<file path="config.mk">
export PLATFORM = sky130hd
export DESIGN_NAME = alu_cmd_sequencer
export DESIGN_NICKNAME = d
export VERILOG_FILES = /design/src/rtl/alu_pkg.sv /design/src/rtl/alu_cmd_fifo.sv /design/src/rtl/alu_cmd_sequencer.sv
export SDC_FILE = /design/constraint.sdc
export NUM_CORES = 1
export LEC_CHECK = 0
export ABC_AREA = 0
export BUFFER_PORTS_ARGS = -buffer_cell sky130_fd_sc_hd__buf_4
export CORE_MARGIN = 3
export CORE_UTILIZATION = 50
export CTS_CLUSTER_SIZE = 14
export DETAILED_ROUTE_END_ITERATION = 8
export PLACE_DENSITY_LB_ADDON = 0.15
export SYNTH_ARGS = -nofsm -noshare
export SYNTH_HDL_FRONTEND = slang
export SYNTH_SLANG_ARGS = --single-unit
</file>
<file path="constraint.sdc">
create_clock -name clk -period 1.9 [get_ports clk]
set_input_delay 0 -clock clk [delete_from_list [all_inputs] [get_ports clk]]
set_output_delay 0 -clock clk [all_outputs]
set_load 0.1 [all_outputs]
</file>
<file path="src/rtl/alu_pkg.sv">
// Shared definitions for the ALU command sequencer: opcodes, FSM states and
// the command record that travels through the command FIFO.
package alu_pkg;

  localparam int WIDTH = 8;
  localparam int OP_W  = 4;

  localparam logic [OP_W-1:0] OP_ADD  = 4'b0000;
  localparam logic [OP_W-1:0] OP_SUB  = 4'b0001;
  localparam logic [OP_W-1:0] OP_MUL  = 4'b0010;
  localparam logic [OP_W-1:0] OP_DIV  = 4'b0011;
  localparam logic [OP_W-1:0] OP_SHL  = 4'b0100;
  localparam logic [OP_W-1:0] OP_SHR  = 4'b0101;
  localparam logic [OP_W-1:0] OP_LAND = 4'b0110;
  localparam logic [OP_W-1:0] OP_LOR  = 4'b0111;
  localparam logic [OP_W-1:0] OP_AND  = 4'b1000;
  localparam logic [OP_W-1:0] OP_OR   = 4'b1001;
  localparam logic [OP_W-1:0] OP_XOR  = 4'b1010;
  localparam logic [OP_W-1:0] OP_EQ   = 4'b1011;
  localparam logic [OP_W-1:0] OP_NE   = 4'b1100;
  localparam logic [OP_W-1:0] OP_GT   = 4'b1101;
  localparam logic [OP_W-1:0] OP_LT   = 4'b1110;
  localparam logic [OP_W-1:0] OP_MOD  = 4'b1111;

  typedef enum logic [1:0] {
    S_IDLE = 2'd0,
    S_EXEC = 2'd1,
    S_RESP = 2'd2
  } state_e;

  // 21-bit FIFO entry: {op, a, b, use_acc}
  typedef struct packed {
    logic [OP_W-1:0]  op;
    logic [WIDTH-1:0] a;
    logic [WIDTH-1:0] b;
    logic             use_acc;
  } cmd_t;

  // Division and modulo by zero are reported as errors instead of results.
  function automatic logic is_div_by_zero(input logic [OP_W-1:0] op,
                                          input logic [WIDTH-1:0] b);
    return ((op == OP_DIV) || (op == OP_MOD)) && (b == '0);
  endfunction

endpackage

</file>
<file path="src/rtl/alu_cmd_fifo.sv">
// Synchronous command FIFO; one extra pointer bit distinguishes full from empty.
module alu_cmd_fifo
  import alu_pkg::*;
#(
  parameter int DEPTH = 4
) (
  input  logic clk,
  input  logic rst_n,
  input  logic push,
  input  cmd_t wdata,
  input  logic pop,
  output cmd_t rdata,
  output logic full,
  output logic empty
);

  localparam int AW = $clog2(DEPTH);
  localparam logic [AW:0] PTR_ONE = {{AW{1'b0}}, 1'b1};

  logic [AW:0] wr_ptr_q, wr_ptr_d;
  logic [AW:0] rd_ptr_q, rd_ptr_d;
  cmd_t        mem_q [DEPTH];
  logic        do_push, do_pop;

  assign full    = (wr_ptr_q[AW] != rd_ptr_q[AW]) &&
                   (wr_ptr_q[AW-1:0] == rd_ptr_q[AW-1:0]);
  assign empty   = (wr_ptr_q == rd_ptr_q);
  assign do_push = push && !full;
  assign do_pop  = pop && !empty;
  assign rdata   = mem_q[rd_ptr_q[AW-1:0]];

  always_comb begin
    wr_ptr_d = wr_ptr_q;
    rd_ptr_d = rd_ptr_q;
    if (do_push) wr_ptr_d = wr_ptr_q + PTR_ONE;
    if (do_pop)  rd_ptr_d = rd_ptr_q + PTR_ONE;
  end

  // NOTE: sequential state uses non-blocking assignment so every flop samples
  // its inputs from before the edge, independent of block evaluation order.
  always_ff @(posedge clk or negedge rst_n) begin
    if (!rst_n) begin
      wr_ptr_q <= '0;
      rd_ptr_q <= '0;
    end else begin
      wr_ptr_q <= wr_ptr_d;
      rd_ptr_q <= rd_ptr_d;
    end
  end

  // NOTE: storage is left unreset; emptying the pointers already hides stale
  // entries, and a reset here would cost a reset net on every storage bit.
  always_ff @(posedge clk) begin
    if (do_push) mem_q[wr_ptr_q[AW-1:0]] <= wdata;
  end

endmodule

</file>
<file path="src/rtl/alu_cmd_sequencer.sv">
// Initiator side of the 8-bit ALU: queues commands, drives registered ALU
// operands, captures the result one cycle later and returns it as a response.
module alu_cmd_sequencer
  import alu_pkg::*;
#(
  parameter int DEPTH = 4
) (
  input  logic             clk,
  input  logic             rst_n,
  input  logic             cmd_valid,
  output logic             cmd_ready,
  input  logic [OP_W-1:0]  cmd_op,
  input  logic [WIDTH-1:0] cmd_a,
  input  logic [WIDTH-1:0] cmd_b,
  input  logic             cmd_use_acc,
  output logic [WIDTH-1:0] alu_a,
  output logic [WIDTH-1:0] alu_b,
  output logic [OP_W-1:0]  alu_sel,
  input  logic [WIDTH-1:0] alu_out,
  input  logic             alu_cout,
  output logic             rsp_valid,
  input  logic             rsp_ready,
  output logic [WIDTH-1:0] rsp_data,
  output logic             rsp_cout,
  output logic             rsp_err,
  output logic [OP_W-1:0]  rsp_op,
  output logic [WIDTH-1:0] acc_out,
  output logic             busy
);

  state_e           state_q, state_d;
  logic [WIDTH-1:0] alu_a_q, alu_a_d;
  logic [WIDTH-1:0] alu_b_q, alu_b_d;
  logic [OP_W-1:0]  alu_sel_q, alu_sel_d;
  logic             rsp_valid_q, rsp_valid_d;
  logic [WIDTH-1:0] rsp_data_q, rsp_data_d;
  logic             rsp_cout_q, rsp_cout_d;
  logic             rsp_err_q, rsp_err_d;
  logic [OP_W-1:0]  rsp_op_q, rsp_op_d;
  logic [WIDTH-1:0] acc_q, acc_d;

  logic fifo_push, fifo_pop, fifo_full, fifo_empty;
  logic div_err;
  cmd_t push_cmd, head_cmd;

  assign cmd_ready = !fifo_full;
  assign fifo_push = cmd_valid && !fifo_full;
  assign push_cmd  = '{op: cmd_op, a: cmd_a, b: cmd_b, use_acc: cmd_use_acc};

  alu_cmd_fifo #(.DEPTH(DEPTH)) u_fifo (
    .clk   (clk),
    .rst_n (rst_n),
    .push  (fifo_push),
    .wdata (push_cmd),
    .pop   (fifo_pop),
    .rdata (head_cmd),
    .full  (fifo_full),
    .empty (fifo_empty)
  );

  // The registered ALU inputs still describe the command being executed.
  assign div_err = is_div_by_zero(alu_sel_q, alu_b_q);

  // NOTE: every output of this block gets a default first, so no path through
  // the case statement can leave a signal unassigned and infer a latch.
  always_comb begin
    state_d     = state_q;
    alu_a_d     = alu_a_q;
    alu_b_d     = alu_b_q;
    alu_sel_d   = alu_sel_q;
    rsp_valid_d = rsp_valid_q;
    rsp_data_d  = rsp_data_q;
    rsp_cout_d  = rsp_cout_q;
    rsp_err_d   = rsp_err_q;
    rsp_op_d    = rsp_op_q;
    acc_d       = acc_q;
    fifo_pop    = 1'b0;

    case (state_q)
      S_IDLE: begin
        if (!fifo_empty) begin
          fifo_pop = 1'b1;
          state_d  = S_EXEC;
        end
      end
      S_EXEC: begin
        rsp_valid_d = 1'b1;
        rsp_op_d    = alu_sel_q;
        rsp_err_d   = div_err;
        rsp_data_d  = div_err ? '0 : alu_out;
        rsp_cout_d  = (alu_sel_q == OP_ADD) && alu_cout;
        if (!div_err) acc_d = alu_out;
        state_d = S_RESP;
      end
      S_RESP: begin
        if (rsp_ready) begin
          rsp_valid_d = 1'b0;
          if (!fifo_empty) begin
            fifo_pop = 1'b1;
            state_d  = S_EXEC;
          end else begin
            state_d = S_IDLE;
          end
        end
      end
      default: state_d = S_IDLE;
    endcase

    // acc_q already holds the previous result here, since execution is serial.
    if (fifo_pop) begin
      alu_sel_d = head_cmd.op;
      alu_b_d   = head_cmd.b;
      alu_a_d   = head_cmd.use_acc ? acc_q : head_cmd.a;
    end
  end

  always_ff @(posedge clk or negedge rst_n) begin
    if (!rst_n) begin
      state_q     <= S_IDLE;
      alu_a_q     <= '0;
      alu_b_q     <= '0;
      alu_sel_q   <= '0;
      rsp_valid_q <= 1'b0;
      rsp_data_q  <= '0;
      rsp_cout_q  <= 1'b0;
      rsp_err_q   <= 1'b0;
      rsp_op_q    <= '0;
      acc_q       <= '0;
    end else begin
      state_q     <= state_d;
      alu_a_q     <= alu_a_d;
      alu_b_q     <= alu_b_d;
      alu_sel_q   <= alu_sel_d;
      rsp_valid_q <= rsp_valid_d;
      rsp_data_q  <= rsp_data_d;
      rsp_cout_q  <= rsp_cout_d;
      rsp_err_q   <= rsp_err_d;
      rsp_op_q    <= rsp_op_d;
      acc_q       <= acc_d;
    end
  end

  assign alu_a     = alu_a_q;
  assign alu_b     = alu_b_q;
  assign alu_sel   = alu_sel_q;
  assign rsp_valid = rsp_valid_q;
  assign rsp_data  = rsp_data_q;
  assign rsp_cout  = rsp_cout_q;
  assign rsp_err   = rsp_err_q;
  assign rsp_op    = rsp_op_q;
  assign acc_out   = acc_q;
  assign busy      = !fifo_empty || (state_q != S_IDLE);

endmodule
</file>
* Yosys cells after proc, flatten, opt, wreduce, memory -nomap -nowiden *
Memory sizes are Yosys's and may differ from the RTL's.
Cells that the tools add are included.

storage, ports and cells
  register bits after elaboration = 51
  bits in latches = 0
  bits in writable memories = 84
  memory bits (read-only) = 0
  bits of input ports = 34
  logic and storage cells = 56
  memories kept = 1

operators by class
  add/sub/neg operators = 2
  multipliers = 0
  divide/modulo/power cells = 0
  order comparisons = 0
  eq/ne operators = 9
  shift-type cells = 0
  multiplexer cells = 13
  bitwise logic cells = 1
  reductions and logical operators = 18

memories
  memory        words  bits a word  read ports  clocked after Yosys merged registers in  wr ports  line                text
  u_fifo.mem_q  4      21           1           0                                        1         alu_cmd_fifo.sv:22  cmd_t mem_q [DEPTH];

operators by type and width
  kind                   count
  $mux W8                2
  $logic_not A8 Y1       1
  $add A3 B1 Y3 const B  2
  $logic_and A1 B1 Y1    6
  $mux W1                6
  $pmux W2 S3            1
  $reduce_and A2 Y1      3
  $eq A4 B2 Y1 const B   1
  $eq A4 B4 Y1 const B   1
  $logic_not A4 Y1       1
  $mux W2                2
  $ne A2 B2 Y1 const B   2
  $pmux W1 S2            2
  $reduce_bool A2 Y1     2
  $eq A3 B3 Y1           1
  $eq A2 B1 Y1 const B   1
  $eq A2 B2 Y1           1
  $eq A2 B2 Y1 const B   1
  $logic_not A1 Y1       2
  $logic_not A2 Y1       1
  $logic_or A1 B1 Y1     2
  $ne A1 B1 Y1           1
  $not A1 Y1             1

* Depth between registers and ports, before layout *
Gate-level depths: netlist of run 1.

  depth after elaboration = 7
  gate-level depth with buffers = 6
  mapped depth without buffers = 4

* Cells and area by module *
From an unflattened synthesis of run 1, not the netlist that was laid out.

unflattened totals
  cells, all modules = 283
  area total of the unflattened synthesis = 5437.7 um^2

modules (own cells, without submodules)
  module             instances  cells each  area each (um^2)  sequential area each (um^2)
  alu_cmd_fifo       1          159         3549.7            2672.6
  alu_cmd_sequencer  1          124         1888.1            1126.1

* Least setup slack after synthesis of run 1 *
No wires, ideal clock.

  kind = register to register
  from = register alu_sel_q[1], in the netlist alu_sel[1]
  to = register acc_q[5], in the netlist acc_out[5]
  setup time = 0.126 ns
  data arrival time = 2.088 ns
  data required time = 1.774 ns
  setup slack = -0.314 ns
  cell stages (with the launch flop) = 7
  clock period less this slack = 2.214 ns
  cells stage by stage = dfrtp_1 -> nor4b_1 -> nand4_1 -> nor2b_1 -> buf_2 -> buf_2 -> mux2_2

on the way
  longest elaborated chain between the ends = 5
  elaborated cells on any way between the ends = 6
  classes of those cells = 2 x eq/ne; 1 x bitwise; 3 x reduce/logical

RTL lines
  item                                                 line                      text
  start, declared                                      alu_cmd_sequencer.sv:34   logic [OP_W-1:0] alu_sel_q, alu_sel_d;
  start signal, assigned                               alu_cmd_sequencer.sv:133  alu_sel_q <= alu_sel_d;
  $eq A4 B2 Y1 / $eq A4 B4 Y1 (equally long branches)  alu_pkg.sv:42             return ((op == OP_DIV) || (op == OP_MOD)) && (b == '0);
  $logic_or A1 B1 Y1 (*)                               alu_pkg.sv:42
  $logic_and A1 B1 Y1 (*)                              alu_pkg.sv:42
  $not A1 Y1 (no line) (*)                             --
  $reduce_and A2 Y1 (no line) (*)                      --
  end signal, assigned                                 alu_cmd_sequencer.sv:128  acc_q <= '0;
  end signal, assigned                                 alu_cmd_sequencer.sv:139  acc_q <= acc_d;
  end, declared                                        alu_cmd_sequencer.sv:40   logic [WIDTH-1:0] acc_q, acc_d;

Mark *: on every way between the ends. The rest lies on a longest branch, timed or not.
A chain may end at the register's enable or synchronous reset.

* Final worst setup path of run 1 *
  from = register u_fifo.rd_ptr_q[0]
  to = register alu_a_q[1], in the netlist alu_a[1]

on the way
  longest elaborated chain between the ends = 4
  elaborated cells on any way between the ends = 6
  classes of those cells = 1 x eq/ne; 4 x mux; 1 x memory

RTL lines
  item                    line                                              text
  start, declared         alu_cmd_fifo.sv:21                                logic [AW:0] rd_ptr_q, rd_ptr_d;
  start signal, assigned  alu_cmd_fifo.sv:47                                rd_ptr_q <= rd_ptr_d;
  $eq A3 B3 Y1            alu_cmd_fifo.sv:27                                assign empty = (wr_ptr_q == rd_ptr_q);
  $mux W1                 alu_cmd_sequencer.sv:81, alu_cmd_sequencer.sv:98
  $mux W1                 alu_cmd_sequencer.sv:96                           if (rsp_ready) begin
  $pmux W1 S2             alu_cmd_sequencer.sv:79                           case (state_q)
  end signal, assigned    alu_cmd_sequencer.sv:131                          alu_a_q <= alu_a_d;
  end, declared           alu_cmd_sequencer.sv:32                           logic [WIDTH-1:0] alu_a_q, alu_a_d;

Several ways; a longest one is shown, not always the timed one.

==> run_results.csv, run 1 <==
group,metric,value,unit
outcome,status,"completed",
drt,routed_via_density,5.10,
drt,drc,0,
floorplan,fp.coreArea,9910,um^2
synth,synth_seq_area_share,73.5,%
critical_path,required,2.29,ns
placed_design,placedInstanceArea,6220,um^2
grt,grt_pass1_wl,15900,um
timing,hold_violations,0,
floorplan,die_height,108,um
clocking,clkSinkCount,135,
timing,max_slew_margin,56.0,%
timing,period_share,93.4,%
critical_path,reg2reg_to,"alu_a[1]",
layout,final_area,7150,um^2
synth,avgSynthCellArea,18.9,um^2
critical_path,crit_path_start,"u_fifo.rd_ptr_q[0]",
floorplan,initial_utilization,52.1,%
critical_path,reg2reg_from,"u_fifo.rd_ptr_q[0]",
critical_path,reg2reg_depth,4,
layout,final.fill_count,629,
floorplan,dieWidth,108,um
layout,antennaDiodeCount,0,
drt,drt-wirelength-per-cell,18.0,um
layout,nNetsFinal,457,
grt,grt_overflow,0,
layout,final_cell_mix,"96 x buf_4, 84 x edfxtp_1, 38 x dfrtp_1",
synth,synth.distinct_cells,28,
floorplan,die_area,11600,um^2
layout,final_common_cell,"buf_4",
clocking,cts_buffers,17,
synth,synthesis.nets,313,
layout,areaGrowthSynthToFinish,38.4,%
critical_path,worstSetupStartpointType,"flip-flop",
grt,first_global_vias,3041,
clocking,path_clk_slew,0.06,ns
drt,first_pass_iters,4,
timing,max_freq,564,MHz
drt,totalWireLength,10200,um
critical_path,critPathArrivalTime,2.17,ns
critical_path,critPathKind,"flip-flop to flip-flop",
timing,rsz0062_at_grt,"no",
placed_design,dp_slack,-0.295,ns
grt,track_usage,18.8,%
critical_path,crit_path_end,"alu_a[1]",
floorplan,core.rowCount,36,
grt,antenna_found_initial,0,
placed_design,dpl.cell_count,499,
timing,tightest_slew,0.660,ns
drt,ant_nets,0,
critical_path,cp_max_fo,23,
timing,skew,0.00983,ns
clocking,clockBufferDepth,2,
timing,post-route-min-period,1.77,ns
placed_design,hpwlAfterDp,6310,um
timing,slew_viol_final,0,
placed_design,numPortBuffers,78,
synth,synthesis.area,5170,um^2
drt,drtIter0Drc,169,
layout,finalNonFillerCells,564,
clocking,clkLatencyLatePin,0.52,ns
critical_path,rrSetupSlack,0.13,ns
timing,finalSetupViolations,0,
critical_path,endpoint_kind,"flip-flop",
clocking,cts_tree,"yes",
grt,grt_max_degree,52,
clocking,postCtsSetupBuffers,0,
drt,vias,2879,
synth,synth_seq_cells,135,
clocking,htree_num_levels,4,
placed_design,place.gp.congestion,0.718,
run,maxCapViolCount,0,
synth,postSynthCellCount,274,
synth,ys.warnings.count,0,
worst_hold_path,hold_class,"input port to async pin",
timing,fin_ws,0.126,ns
clocking,root_buffer,"clkbuf_8",
layout,layout-drive-gt1-share,46.4,%
floorplan,io-pin-count,79,
## timing repair
| action | in CTS | in global routing |
|---|---|---|
| hold buffers | 33 | 0 |
| endpoints found under the setup margin | 16 | 93 |
| endpoints found under the hold margin | 156 | 0 |
| gates resized for setup | 1 | 5 |
| pin swaps | 0 | 0 |
## cell usage after synthesis (all sizes together)
cell type,n,area (um^2)
ha,5,62.6
nor4,1,6.26
nand3,1,5.00
nor4b,2,17.5
a31oi,1,6.26
a22o,8,70.1
nor2,10,37.5
mux2,25,282
and2,4,25.0
a311oi,1,15.0
nand4,2,12.5
nor2b,2,12.5
edfxtp,84,2520
a21oi,10,50.1
nand2,6,22.5
clkbuf,5,20.0
nand2b,2,12.5
xor2,3,26.3
dfrtp,51,1280
buf,8,45.0
xnor2,6,52.6
mux2i,8,80.1
mux4,21,473
inv,4,15.0
o21ai,4,20.0
## sequential cells by signal (all words and copies together), names as in the netlist
name / flops
u_fifo.mem_q: 84
acc_out: 8
rsp_op: 4
state_q: 2
alu_a: 8
rsp_valid: 1
rsp_data: 8
u_fifo.rd_ptr_q: 3
u_fifo.wr_ptr_q: 3
alu_sel: 4
rsp_err: 1
rsp_cout: 1
alu_b: 8
## routing by layer
metal | wire length, um | track usage, % | up-vias
met5 | 0 | 0 | -
met1 | 4520 | 25.2 | 1430
li1 | - | - | 1350
met4 | 127 | 7.57 | 0
met3 | 583 | 6.42 | 13
met2 | 4940 | 28.6 | 86
## worst max-delay path, stage by stage (launching register included)
cell,delay [ns]
dfrtp_2,0.41
buf_12,0.23
mux4_2,0.68
mux2i_1,0.23
a21oi_1,0.10
## worst min path at each step
| stage | endpoint | slack (ns) | from |
|---|---|---|---|
| global placement | rsp_cout | 0.07 | rst_n |
| global route | rsp_valid | 0.09 | rst_n |
| finish | rsp_valid | 0.05 | rst_n |
| CTS | rsp_valid | 0.06 | rst_n |
| detailed placement | rsp_valid | 0.08 | rst_n |
| floorplan | acc_out[0] | -0.30 | rst_n |
## layout make-up
cell class / instances / area [um^2] / area share, %
tap: 133 / 166 / 2.33
clock buffer: 17 / 414 / 5.79
sequential: 135 / 3820 / 53.5
inverter: 4 / 15.0 / 0.210
clock inverter: 15 / 159 / 2.22
multi-input combinational: 122 / 1340 / 18.7
timing repair buffer: 138 / 1230 / 17.2
## cells by family after synthesis
group / count (synthesis) / share of synthesized area [%]
AO/OA/AOI/OAI: 24 / 3.12
flip-flops: 135 / 73.5
buffers and inverters: 17 / 1.55
XOR/XNOR: 9 / 1.53
multiplexers: 54 / 16.2
adder cells (fa/ha/maj): 5 / 1.21
AND/OR/NAND/NOR: 30 / 2.93
## through the flow
step | setup TNS (ns) | hold slack [ns] | utilization (%)
2_1_floorplan | 0 | -0.296 | -
5_1_grt | 0 | 0.0930 | 72.2
6_report | 0 | 0.0542 | 72.2
3_5_place_dp | -2.85 | 0.0845 | 62.7
4_1_cts | 0 | 0.0644 | 71.9
3_3_place_gp | -2.60 | 0.0670 | 62.7
Power of run 1 is not shown: default switching activity piles up to over one toggle a cycle in this logic, so the estimate is an artifact.
==> run 2, diff against run 1 <==
--- a/config.mk
+++ b/config.mk
@@ -12,6 +12,7 @@
 export CTS_CLUSTER_SIZE = 14
 export DETAILED_ROUTE_END_ITERATION = 8
 export PLACE_DENSITY_LB_ADDON = 0.15
+export RECOVER_POWER = 25
 export SYNTH_ARGS = -nofsm -noshare
 export SYNTH_HDL_FRONTEND = slang
 export SYNTH_SLANG_ARGS = --single-unit
==> constraint.sdc (replaced) <==
create_clock -name clk -period 1.76 [get_ports clk]
set_input_delay 0 -clock clk [delete_from_list [all_inputs] [get_ports clk]]
set_output_delay 0 -clock clk [all_outputs]
set_load 0.1 [all_outputs]
==> run 2 against run 1 <==
Die area did not move. Critical path type unchanged. Global-route usage increased by 0.13 points. Critical endpoint is now alu_b[5]. Final cell count increased by 2.3%.
==> run_results.csv, run 2 (synthesized netlist as in run 1, its figures left out) <==
group,metric,value,unit
layout,finalNonFillerCells,577,
outcome,status,"completed",
grt,antenna_found_initial,0,
critical_path,worstSetupStartpointType,"flip-flop",
clocking,clkSinkCount,135,
grt,grt_overflow,0,
drt,drtIter0Drc,199,
drt,drc,0,
grt,track_usage,19.0,%
layout,antennaDiodeCount,0,
placed_design,placedInstanceArea,6230,um^2
timing,rsz0062_at_grt,"yes",
clocking,cts_tree,"yes",
timing,period_share,100,%
grt,grt_pass1_wl,16400,um
clocking,path_clk_slew,0.06,ns
placed_design,dpl.cell_count,501,
layout,register_area,3830,um^2
layout,multiInputGateArea,1390,um^2
drt,wl_met1,4790,um
layout,final_area,7220,um^2
drt,wl_met2,5210,um
placed_design,hpwlAfterDp,6310,um
floorplan,die_height,108,um
clocking,clockBufferDepth,2,
worst_hold_path,hold_class,"input port to async pin",
timing,skew,0.0111,ns
drt,top_layer,"met4",
layout,layout-drive-gt1-share,44.6,%
critical_path,endpoint_kind,"flip-flop",
drt,wl_met3,460,um
timing,post-route-min-period,1.76,ns
timing,max_slew_margin,56.5,%
critical_path,required,2.14,ns
floorplan,core.rowCount,36,
layout,largest_reg_flops,84,
floorplan,fp.coreArea,9910,um^2
clocking,cts_buffers,17,
timing,finalSetupViolations,0,
critical_path,reg2reg_depth,6,
critical_path,cp_max_fo,7,
clocking,root_buffer,"clkbuf_8",
placed_design,numPortBuffers,78,
critical_path,critPathKind,"flip-flop to flip-flop",
run,maxCapViolCount,0,
layout,nNetsFinal,470,
drt,first_pass_iters,5,
timing,max_freq,568,MHz
timing,hold_violations,0,
timing,slew_viol_final,0,
drt,routed_via_density,5.15,
grt,grt_max_degree,52,
clocking,htree_num_levels,4,
floorplan,die_area,11600,um^2
floorplan,io-pin-count,79,
drt,ant_nets,0,
drt,totalWireLength,10500,um
grt,first_global_vias,3080,
floorplan,dieWidth,108,um
layout,areaGrowthSynthToFinish,39.8,%
placed_design,place.gp.congestion,0.687,
clocking,clkLatencyLatePin,0.50,ns
drt,drt-wirelength-per-cell,18.2,um
layout,final_common_cell,"buf_4",
critical_path,critPathArrivalTime,2.14,ns
timing,tightest_slew,0.652,ns
layout,final.fill_count,641,
floorplan,initial_utilization,52.1,%
layout,final_cell_mix,"86 x buf_4, 84 x edfxtp_1, 38 x dfrtp_1",
drt,vias,2970,
run 2: changes by cell type in the layout (fill, tap and decap cells not counted), sizes merged:
cell,previous run,this run
inv,5,8
bufinv,3,1
clkbuf,17,38
buf,105,97
clkinv,8,7
clkinvlp,3,2
nor2b,2,3
run 2: worst paths after layout:
check,startpoint,slack (ns),endpoint
setup / recovery,u_fifo.rd_ptr_q[0],0.0003,alu_b[5]
hold / removal,rst_n,0.07,rsp_cout
setup reg to reg,u_fifo.rd_ptr_q[0],0.0003,alu_b[5]
hold reg to reg,rsp_cout,0.49,rsp_cout
max in group asynchronous,rst_n,1.19,alu_b[3]
min in group clk,alu_out[6],0.27,rsp_data[6]
run 2: critical path, cell delays in order (launching register included):
cell,delay [ns]
dfrtp_2,0.45
xnor2_2,0.15
buf_4,0.15
a311oi_4,0.26
buf_4,0.17
clkbuf_16,0.15
mux2_4,0.30
run 2: what timing repair did:
action	in CTS	in global routing
pin swaps	2	4
resized for setup	6	15
hold buffers	33	0
setup buffers	4	5
setup endpoints to repair	22	24
hold endpoints to repair	156	0
cloned	2	2
run 2: routing by layer:
| layer | track usage, % | vias up |
|---|---|---|
| met5 | 0 | - |
| li1 | - | 1376 |
| met2 | 30.6 | 76 |
| met3 | 4.80 | 5 |
| met4 | 5.05 | 0 |
| met1 | 26.0 | 1513 |
run 2: per-stage QoR:
step                hold WS (ns)  setup slack [ns]  utilization [%]  setup TNS (ns)
floorplan                 -0.296            -0.103                -           -7.60
global placement          0.0685            -0.417             62.9           -4.77
detailed placement        0.0677            -0.451             62.9           -5.27
CTS                       0.0781           0.00358             72.8               0
global route               0.133           -0.0520             72.9          -0.460
finish                    0.0668          0.000312             72.9               0
run 2: area by class of cell:
type	count	area share, %
inverter	4	0.208
multi-input combinational	123	19.3
clock inverter	14	1.73
tap	133	2.30
clock buffer	18	5.79
sequential	135	53.0
timing repair buffer	150	17.7
Power of run 2 is left out for the same reason.
==> run 3, diff against run 2 <==
--- a/config.mk
+++ b/config.mk
@@ -13,6 +13,7 @@
 export DETAILED_ROUTE_END_ITERATION = 8
 export PLACE_DENSITY_LB_ADDON = 0.15
 export RECOVER_POWER = 25
+export SLEW_MARGIN = 20
 export SYNTH_ARGS = -nofsm -noshare
 export SYNTH_HDL_FRONTEND = slang
 export SYNTH_SLANG_ARGS = --single-unit
==> constraint.sdc (replaced) <==
create_clock -name clk -period 1.7 [get_ports clk]
set_input_delay 0.255 -clock clk [delete_from_list [all_inputs] [get_ports clk]]
set_output_delay 0.255 -clock clk [all_outputs]
set_load 0.1 [all_outputs]
==> run 3 against run 2 <==
The run now ends with setup timing left. Count of clock-buffer cells in the layout up 6. Highest routed layer unchanged. Die area unchanged. Wire length up 4.8%. Critical endpoint is now busy. Sequential share of layout area down 1.9 points. Register-to-register slack worse by 0.05 ns. Cell area up 3.8%. Hold slack worse by 0.029 ns. Clock skew down 0.0015 ns. Global-route usage up 0.67 points. Critical path depth down 3. Final cell count up 0.17%.
==> run_results.csv, run 3 (synthesized netlist as in run 1, its figures left out) <==
group,metric,value,unit
critical_path,crit_path_start,"u_fifo.rd_ptr_q[1]",
layout,areaGrowthSynthToFinish,45.0,%
grt,antenna_found_initial,0,
clocking,path_clk_slew,0.06,ns
clocking,clkLatencyLatePin,0.52,ns
placed_design,place.gp.congestion,0.781,
clocking,clkSinkCount,135,
floorplan,io-pin-count,79,
timing,fin_ws,-0.103,ns
clocking,cts_tree,"yes",
drt,drtIter0Drc,120,
critical_path,reg2reg_from,"u_fifo.rd_ptr_q[1]",
worst_hold_path,hp-start,"rsp_ready",
placed_design,numPortBuffers,78,
floorplan,die_area,11600,um^2
clocking,clockBufferDepth,2,
critical_path,critPathKind,"flip-flop to output pin",
critical_path,required,1.44,ns
worst_hold_path,hold_class,"input port to flip-flop",
layout,antennaDiodeCount,0,
critical_path,reg2reg_to,"alu_sel[0]",
clocking,htree_num_levels,4,
timing,max_freq,555,MHz
drt,vias,2995,
timing,finalSetupTns,-0.755,ns
outcome,violations,"setup timing",
critical_path,reg2reg_depth,5,
floorplan,die_height,108,um
drt,ant_nets,0,
timing,hold_violations,0,
critical_path,rrSetupSlack,-0.05,ns
grt,grt_pass1_wl,16600,um
grt,track_usage,19.6,%
drt,drt-wirelength-per-cell,19.0,um
drt,first_pass_iters,4,
timing,slew_viol_final,0,
placed_design,hpwlAfterDp,6520,um
drt,drc,0,
outcome,status,"complete, but fails checks",
drt,routed_via_density,5.18,
floorplan,dieWidth,108,um
timing,max_slew_margin,56.1,%
timing,skew,0.00962,ns
run,maxCapViolCount,0,
critical_path,critPathArrivalTime,1.55,ns
timing,period_share,106,%
critical_path,cp_max_fo,4,
timing,whs,0.0382,ns
clocking,root_buffer,"clkbuf_8",
timing,post-route-min-period,1.80,ns
worst_hold_path,hold_end,"state_q[1]",
grt,grt_overflow,0,
floorplan,fp.coreArea,9910,um^2
timing,rsz0062_at_grt,"yes",
timing,finalSetupViolations,26,
layout,layout-drive-gt1-share,48.3,%
grt,grt_max_degree,52,
layout,fin_util,75.6,%
critical_path,endpoint_kind,"output pin",
clocking,cts_buffers,17,
layout,final_common_cell,"buf_4",
critical_path,worstSetupStartpointType,"flip-flop",
layout,largest_reg_flops,84,
timing,tightest_slew,0.658,ns
placed_design,dpl.cell_count,503,
worst_hold_path,hold_depth,3,
grt,first_global_vias,3075,
layout,final_cell_mix,"87 x buf_4, 84 x edfxtp_1, 35 x dfrtp_1",
floorplan,initial_utilization,52.1,%
layout,nNetsFinal,471,
layout,finalNonFillerCells,578,
drt,totalWireLength,11000,um
floorplan,core.rowCount,36,
[run 3: cell count changes in the layout (fill, tap and decap cells not counted), sizes merged]
cell and change:
buf +6, bufinv +1, clkbuf +3, clkinv -3, clkinvlp -1, dlygate4sd3 -2
inv -3
[run 3: final cells by class]
class	count	area, um^2
clock buffers	24	524
repair buffers	151	1400
multi-input cells	123	1450
flip-flops and latches	135	3830
fillers	593	2410
well taps	133	166
inverters	4	15.0
clock inverters	8	105
[run 3: worst max-delay path, cell delays in order (launching register included)]
cell and delay, ns:
dfrtp_2 0.44, xnor2_4 0.21, nand4_1 0.15, buf_6 0.21
[run 3: metal layers]
layer | vias to the layer above | global-route usage (%) | part of all wire [%]
met5 | - | 0 | 0
met4 | 0 | 7.57 | 1.4
met3 | 17 | 6.30 | 5.4
met2 | 80 | 29.5 | 49
met1 | 1516 | 27.0 | 44
li1 | 1382 | - | -
[run 3: per-stage QoR]
stage | cell area, um^2 | setup slack [ns]
2_1_floorplan | 5260 | -0.149
3_3_place_gp | 6310 | -0.472
3_5_place_dp | 6310 | -0.510
4_1_cts | 7330 | -0.174
5_1_grt | 7490 | -0.174
6_report | 7490 | -0.103
[run 3: worst max-delay path by stage]
| stage | endpoint | slack (ns) | cells after the start |
|---|---|---|---|
| 2_1_floorplan | busy | -0.15 | 3 |
| 3_3_place_gp | acc_out[6] | -0.47 | 4 |
| 3_5_place_dp | acc_out[1] | -0.51 | 4 |
| 4_1_cts | busy | -0.17 | 3 |
| 5_1_grt | busy | -0.17 | 3 |
| 6_report | busy | -0.10 | 3 |
[run 3: what timing repair did]
item | 4_1_cts | 5_1_grt
setup endpoints to repair | 97 | 113
hold buffers | 31 | 0
resized for setup | 15 | 18
cloned | 0 | 5
endpoints found under the hold margin | 152 | 0
setup buffers | 3 | 4
pin swaps | 3 | 4
Power of run 3 is left out for the same reason.
